===== config.mk =====
export PLATFORM = sky130hd
export DESIGN_NAME = axis_dac_sink
export DESIGN_NICKNAME = d
export VERILOG_FILES = /design/src/rtl/axis_dac_pkg.sv /design/src/rtl/axis_dac_sink_fifo.sv /design/src/rtl/axis_dac_sink.sv
export SDC_FILE = /design/constraint.sdc
export NUM_CORES = 1
export LEC_CHECK = 0
export ABC_CLOCK_PERIOD_IN_PS = 5460
export BUFFER_PORTS_ARGS = -buffer_cell sky130_fd_sc_hd__buf_4
export CAP_MARGIN = 25
export CORE_MARGIN = 3
export CORE_UTILIZATION = 25
export DETAILED_ROUTE_END_ITERATION = 16
export PLACE_DENSITY_LB_ADDON = 0.12
export SLEW_MARGIN = 20
export SYNTH_ARGS = -nofsm -noshare
export SYNTH_HDL_FRONTEND = slang
export SYNTH_HIERARCHICAL = 1
export SYNTH_SLANG_ARGS = --single-unit

===== constraint.sdc =====
create_clock -name aclk -period 5.46 [get_ports aclk]
set_input_delay 1.092 -clock aclk [delete_from_list [all_inputs] [get_ports aclk]]
set_output_delay 1.092 -clock aclk [all_outputs]
set_load 0.01 [all_outputs]

===== src/rtl/axis_dac_pkg.sv =====
// axis_dac_pkg: shared types for the DAC sink path.
//   state_e      : playout controller states (IDLE, FILL, RUN).
//   level_w()    : width of an occupancy count for a given FIFO depth.
//   dac_entry_t  : FIFO word, {last, data}.
package axis_dac_pkg;

  typedef enum logic [1:0] {
    ST_IDLE = 2'd0,
    ST_FILL = 2'd1,
    ST_RUN  = 2'd2
  } state_e;

  // Occupancy needs one extra bit so that "full" (== depth) is representable.
  function automatic int level_w(input int depth);
    return $clog2(depth) + 1;
  endfunction

  // Widest sample carried in a FIFO entry; the sink's DATA_SIZE must not exceed it.
  localparam int ENTRY_DATA_W = 32;

  typedef struct packed {
    logic                    last;
    logic [ENTRY_DATA_W-1:0] data;
  } dac_entry_t;

endpackage


===== src/rtl/axis_dac_sink_fifo.sv =====
// axis_sync_fifo: single-clock synchronous FIFO with flush.
//   clk, rst      : clock and synchronous active-high reset.
//   flush         : empties the FIFO next cycle (overrides push/pop).
//   push, wdata   : write request and data (ignored when full).
//   pop, rdata    : read request (ignored when empty); rdata shows the head entry.
//   full, empty   : derived from the registered level.
//   level         : registered occupancy, 0..DEPTH.
module axis_sync_fifo
  import axis_dac_pkg::*;
#(
  parameter  int WIDTH = 33,
  parameter  int DEPTH = 16,
  localparam int AW    = $clog2(DEPTH),
  localparam int LW    = level_w(DEPTH)
) (
  input  logic             clk,
  input  logic             rst,
  input  logic             flush,
  input  logic             push,
  input  logic [WIDTH-1:0] wdata,
  input  logic             pop,
  output logic [WIDTH-1:0] rdata,
  output logic             full,
  output logic             empty,
  output logic [LW-1:0]    level
);

  logic [WIDTH-1:0] mem_q [DEPTH];
  logic [AW-1:0]    wr_ptr_q, wr_ptr_d;
  logic [AW-1:0]    rd_ptr_q, rd_ptr_d;
  logic [LW-1:0]    level_q, level_d;
  logic             push_ok_s, pop_ok_s, wr_en_s;

  assign full      = (level_q == LW'(DEPTH));
  assign empty     = (level_q == LW'(0));
  assign level     = level_q;
  assign rdata     = mem_q[rd_ptr_q];
  assign push_ok_s = push && !full;
  assign pop_ok_s  = pop && !empty;
  assign wr_en_s   = push_ok_s && !flush;

  // Next pointer and level; flush returns everything to the empty state.
  always_comb begin
    wr_ptr_d = wr_ptr_q;
    rd_ptr_d = rd_ptr_q;
    level_d  = level_q;
    if (flush) begin
      wr_ptr_d = AW'(0);
      rd_ptr_d = AW'(0);
      level_d  = LW'(0);
    end else begin
      if (push_ok_s) begin
        wr_ptr_d = wr_ptr_q + AW'(1);
      end else begin
        wr_ptr_d = wr_ptr_q;
      end
      if (pop_ok_s) begin
        rd_ptr_d = rd_ptr_q + AW'(1);
      end else begin
        rd_ptr_d = rd_ptr_q;
      end
      case ({push_ok_s, pop_ok_s})
        2'b10:   level_d = level_q + LW'(1);
        2'b01:   level_d = level_q - LW'(1);
        default: level_d = level_q;
      endcase
    end
  end

  // Pointer and level registers.
  always_ff @(posedge clk) begin
    if (rst) begin
      wr_ptr_q <= AW'(0);
      rd_ptr_q <= AW'(0);
      level_q  <= LW'(0);
    end else begin
      wr_ptr_q <= wr_ptr_d;
      rd_ptr_q <= rd_ptr_d;
      level_q  <= level_d;
    end
  end

  // Storage array; contents are don't-care until written, so no reset.
  always_ff @(posedge clk) begin
    if (wr_en_s) begin
      mem_q[wr_ptr_q] <= wdata;
    end
  end

endmodule


===== src/rtl/axis_dac_sink.sv =====
// axis_dac_sink: AXI-Stream consumer that buffers samples and plays them
// out to the DAC register one per sample_strobe.
//   aclk, areset        : clock, synchronous active-high reset.
//   s_axis_*            : AXI-Stream slave (tvalid/tready/tlast/tdata/tid).
//   enable              : 0 forces IDLE and flushes the FIFO.
//   sample_strobe       : one-cycle playout request.
//   clear_status        : clears underflow and drop_cnt (set events win).
//   dac_data/valid/last : registered playout sample, valid pulse, frame end.
//   fifo_level          : FIFO occupancy.
//   frame_cnt           : frames played out (wraps).
//   drop_cnt            : words discarded for tid mismatch (saturates).
//   underflow           : sticky, strobe found FIFO empty while running.
module axis_dac_sink
  import axis_dac_pkg::*;
#(
  parameter  int DATA_SIZE  = 32,
  parameter  int ID_SIZE    = 4,
  parameter  int CHAN_ID    = 0,
  parameter  int FIFO_DEPTH = 16,
  parameter  int PREFILL    = 4,
  localparam int LVL_W      = level_w(FIFO_DEPTH)
) (
  input  logic                 aclk,
  input  logic                 areset,
  input  logic                 s_axis_tvalid,
  output logic                 s_axis_tready,
  input  logic                 s_axis_tlast,
  input  logic [DATA_SIZE-1:0] s_axis_tdata,
  input  logic [ID_SIZE-1:0]   s_axis_tid,
  input  logic                 enable,
  input  logic                 sample_strobe,
  input  logic                 clear_status,
  output logic [DATA_SIZE-1:0] dac_data,
  output logic                 dac_valid,
  output logic                 dac_last,
  output logic [LVL_W-1:0]     fifo_level,
  output logic [15:0]          frame_cnt,
  output logic [15:0]          drop_cnt,
  output logic                 underflow
);

  state_e               state_q, state_d;
  logic [DATA_SIZE-1:0] dac_data_q, dac_data_d;
  logic                 dac_valid_q, dac_valid_d;
  logic                 dac_last_q, dac_last_d;
  logic [15:0]          frame_cnt_q, frame_cnt_d;
  logic [15:0]          drop_cnt_q, drop_cnt_d;
  logic                 underflow_q, underflow_d;

  logic                 tid_match_s, hs_s, push_s, drop_s;
  logic                 strobe_run_s, pop_s, uflow_s;
  logic                 full_s, empty_s;
  logic [LVL_W-1:0]     level_s;
  dac_entry_t           push_entry_s, pop_entry_s;

  // Mismatched tids are always consumable, so a full FIFO only stalls our channel.
  assign tid_match_s   = (s_axis_tid == ID_SIZE'(CHAN_ID));
  assign s_axis_tready = enable && !areset && (!full_s || !tid_match_s);
  assign hs_s          = s_axis_tvalid && s_axis_tready;
  assign push_s        = hs_s && tid_match_s;
  assign drop_s        = hs_s && !tid_match_s;

  assign strobe_run_s  = enable && (state_q == ST_RUN) && sample_strobe;
  assign pop_s         = strobe_run_s && !empty_s;
  assign uflow_s       = strobe_run_s && empty_s;

  assign push_entry_s.last = s_axis_tlast;
  assign push_entry_s.data = ENTRY_DATA_W'(s_axis_tdata);

  axis_sync_fifo #(
    .WIDTH ($bits(dac_entry_t)),
    .DEPTH (FIFO_DEPTH)
  ) u_fifo (
    .clk   (aclk),
    .rst   (areset),
    .flush (!enable),
    .push  (push_s),
    .wdata (push_entry_s),
    .pop   (pop_s),
    .rdata (pop_entry_s),
    .full  (full_s),
    .empty (empty_s),
    .level (level_s)
  );

  // Playout controller next state; prefill is judged on the registered level.
  always_comb begin
    state_d = state_q;
    if (!enable) begin
      state_d = ST_IDLE;
    end else begin
      case (state_q)
        ST_IDLE: state_d = ST_FILL;
        ST_FILL: begin
          if (level_s >= LVL_W'(PREFILL)) begin
            state_d = ST_RUN;
          end else begin
            state_d = ST_FILL;
          end
        end
        ST_RUN: begin
          if (uflow_s) begin
            state_d = ST_FILL;
          end else begin
            state_d = ST_RUN;
          end
        end
        default: state_d = ST_IDLE;
      endcase
    end
  end

  // Output sample, frame counter and status next values.
  always_comb begin
    dac_data_d  = dac_data_q;
    dac_valid_d = pop_s;
    dac_last_d  = pop_s && pop_entry_s.last;
    frame_cnt_d = frame_cnt_q;
    drop_cnt_d  = drop_cnt_q;
    underflow_d = underflow_q;

    if (pop_s) begin
      dac_data_d = DATA_SIZE'(pop_entry_s.data);
    end else begin
      dac_data_d = dac_data_q;
    end

    if (pop_s && pop_entry_s.last) begin
      frame_cnt_d = frame_cnt_q + 16'd1;
    end else begin
      frame_cnt_d = frame_cnt_q;
    end

    // A drop in the same cycle as clear_status takes priority over the clear.
    if (drop_s) begin
      if (drop_cnt_q != 16'hFFFF) begin
        drop_cnt_d = drop_cnt_q + 16'd1;
      end else begin
        drop_cnt_d = drop_cnt_q;
      end
    end else if (clear_status) begin
      drop_cnt_d = 16'd0;
    end else begin
      drop_cnt_d = drop_cnt_q;
    end

    if (uflow_s) begin
      underflow_d = 1'b1;
    end else if (clear_status) begin
      underflow_d = 1'b0;
    end else begin
      underflow_d = underflow_q;
    end
  end

  // State and output registers.
  always_ff @(posedge aclk) begin
    if (areset) begin
      state_q     <= ST_IDLE;
      dac_data_q  <= DATA_SIZE'(0);
      dac_valid_q <= 1'b0;
      dac_last_q  <= 1'b0;
      frame_cnt_q <= 16'd0;
      drop_cnt_q  <= 16'd0;
      underflow_q <= 1'b0;
    end else begin
      state_q     <= state_d;
      dac_data_q  <= dac_data_d;
      dac_valid_q <= dac_valid_d;
      dac_last_q  <= dac_last_d;
      frame_cnt_q <= frame_cnt_d;
      drop_cnt_q  <= drop_cnt_d;
      underflow_q <= underflow_d;
    end
  end

  assign dac_data   = dac_data_q;
  assign dac_valid  = dac_valid_q;
  assign dac_last   = dac_last_q;
  assign fifo_level = level_s;
  assign frame_cnt  = frame_cnt_q;
  assign drop_cnt   = drop_cnt_q;
  assign underflow  = underflow_q;

endmodule


==> reports/metrics.cfg <==
[finish]
area_growth_pct = 21.2
final_area_um2 = 28500
multiInputGateArea_um2 = 5710
fillers = 9091
register_area_um2 = 17600
drive_above_1_share_pct = 28.4
final_net_count = 1486

[yosys]
seq_area_frac_synth_pct = 74.7
syn_nets = 1326
netlist-cell-type-count = 57
syn_inst = 1271
synth.area.top_cells = edfxtp_1 (67%), mux4_2 (13%), dfxtp_1 (7.3%)
syn_avg_cell_area_um2 = 18.5
yosys.area.top_type = edfxtp_1
ys_warn_count = 6
ys_ff_latch = 614
syn_area_um2 = 23500
ys_async_sr_fraction_pct = 0
synth_commonest_cells = edfxtp_1 (528), mux4_2 (132), nand2_1 (117), dfxtp_1 (86)
synth-edff-count = 528
synth_top_cell_area_share_pct = 67.4
synth_most_common_cell = edfxtp_1
synthFlopType = edfxtp_1

[power_and_ir_drop]
p_per_area_nw_per_um2 = 352
vdd_drop_max_uv = 188
total_power_mw = 10.0
p_leak_nw = 8.97

[global_route]
grt_max_degree = 63
grt_use_total_pct = 13.0
grt_pass1_wl_um = 93400
antenna_found_initial = 4
grt_pass1_vias = 13100
grt.overflow.total = 0

[clock_network]
post_cts_resized = 0
cts.path.max_buffers = 3
clock_latency_ns = 0.63
cts.sinks = 614
cts-htree-levels = 3
post-cts-setup-buffer-count = 0
root_buffer = clkbuf_16
cts_made_buffers = 73
cts_tree = yes
cts.clk_slew.worst_paths_ns = 0.06
postCtsHoldBufs = 0

[worst_setup_path]
path_cells = or4_1, nor2_1, a21boi_0, and3_1, o21a_4, inv_1, ha_1, inv_1, fa_1, nand2b_1, a21oi_1, mux2i_1, mux2i_1
rrSetupSlack_ns = 1.93
worst_setup_path_end_kind = flop
cp.required_ns = 6.00
crit_path_max_incr_delay_ns = 0.76
cp-start-kind = flop
crit_fanout = 7
critPathKind = flop to flop
slowest_stage = or4_1
critPathArrivalTime_ns = 4.07

[timing]
fin_crit_sh_pct = 64.7
setup_viol = 0
layout_min_cycle_time_ns = 3.53
worst_pin_slew_ns = 1.00
hold_slack_ns = 0.456
hold_viol = 0
rsz0062_at_grt = false
clock.fmax_mhz = 283
slew_headroom_pct = 33.1
maxSlewViolCount = 0
skew_ns = 0.0259
tns_ns = 0

[drt]
drt-total-wl_um = 64300
drt_first_pass_iters = 4
vias_per_cell = 4.54
drt_iter0_drc = 918
postRouteAntennaNets = 0
drcViolationCount = 0
post_drt_wl_per_cell_um = 23.5
vias = 12400

[floorplan]
die_x_um = 313
start_util_pct = 25.4
die_h_um = 313
dieArea_um2 = 97800
core_area_um2 = 92500
placementRows = 111
boundaryPins = 116

[job]
drv_cap = 0

[min_path]
min_path_type = flop to flop

[placed_design]
place_hpwl_um = 37300
place_area_um2 = 26100
io_buffer_count = 115
place.gp.congestion = 0.761

[outcome]
outcome = finished, final reports clean

## cell usage in the layout, fill, tap and decap left out, types with 4 or more instances in the layout
cell        instances
clkinv_2           12
a21oi_1            46
nor2_4             17
nor3_1              5
edfxtp_1          528
buf_4             143
dfxtp_1            84
mux2i_1             5
nand3_1            23
o21ai_0             5
clkinv_1           13
inv_1              14
and3_1              6
a22oi_1            66
nor4_1              5
a31oi_1             5
nand4b_1            4
nor2_1             49
mux4_2            132
nand4_1             8
or4_1               4
bufinv_16           6
clkbuf_16          74
clkinvlp_4          4
xor2_1             21
ha_1               11
buf_12              7
nand2_1           117
clkbuf_1           14
## worst paths after layout
path                                      from                           end  depth (start not counted)
setup / recovery  u_fifo/level[0]$_SDFFE_PP0P_  u_fifo/level[4]$_SDFFE_PP0P_                         13
hold / removal       dac_data[10]$_SDFFE_PP0P_     dac_data[10]$_SDFFE_PP0P_                          2
setup reg to reg  u_fifo/level[0]$_SDFFE_PP0P_  u_fifo/level[4]$_SDFFE_PP0P_                         13
hold reg to reg      dac_data[10]$_SDFFE_PP0P_     dac_data[10]$_SDFFE_PP0P_                          2
## flip-flops by register name, summed over array words and instances, names as in the netlist, named ones only
signal / flops
drop_cnt: 16
underflow: 1
u_fifo/wr_ptr_q: 4
dac_last: 1
dac_data: 32
u_fifo/level: 5
state_q: 2
dac_valid: 1
u_fifo/mem_q: 528
frame_cnt: 16
u_fifo/rd_ptr_q: 4
## critical path, delay by kind of cell, from the launching register on
kind	cells	cell delay (ns)
multiplexers	2	0.42
adder cells (fa/ha/maj)	2	0.65
flip-flops	1	0.36
AND/OR/NAND/NOR	4	1.42
buffers and inverters	2	0.16
AO/OA/AOI/OAI	3	0.45
## through the flow
step | setup WS (ns) | cells | utilization [%]
final | 1.93 | 2733 | 30.8
after global routing | 1.66 | 2733 | 30.8
after CTS | 1.94 | 2732 | 30.8
after detailed placement | 1.43 | 2599 | 28.2
after global placement | 1.49 | 2599 | 28.2
after floorplan | 1.17 | 1271 | -
## cell families after synthesis
group	after synthesis	share of synthesized area, %
multiplexers	139	12.9
buffers and inverters	80	1.61
adder cells (fa/ha/maj)	12	0.670
AO/OA/AOI/OAI	146	4.28
AND/OR/NAND/NOR	256	4.88
flip-flops	614	74.7
XOR/XNOR	24	0.894
## cell type report
type / instances / share of cell area [%]
repair buffers: 150 / 4.26
clock buffers: 88 / 6.68
well taps: 1243 / 5.45
diodes: 1 / 0.00878
inverters: 15 / 0.197
multi-input cells: 577 / 20.0
flip-flops and latches: 614 / 61.7
clock inverters: 45 / 1.71
## power by group
group | switching [mW] | internal (mW)
Combinational | 0.0944 | 0.0285
Clock | 2.02 | 2.81
Sequential | 0.00159 | 5.09
## layer usage
layer	vias up	global-route usage [%]	routed length, um
met3	90	2.45	2550
met4	2	3.72	1460
met1	6605	18.3	30300
met2	279	20.6	30000
met5	-	0	16
li1	5431	-	-
Power figures use the tool's default switching activity.
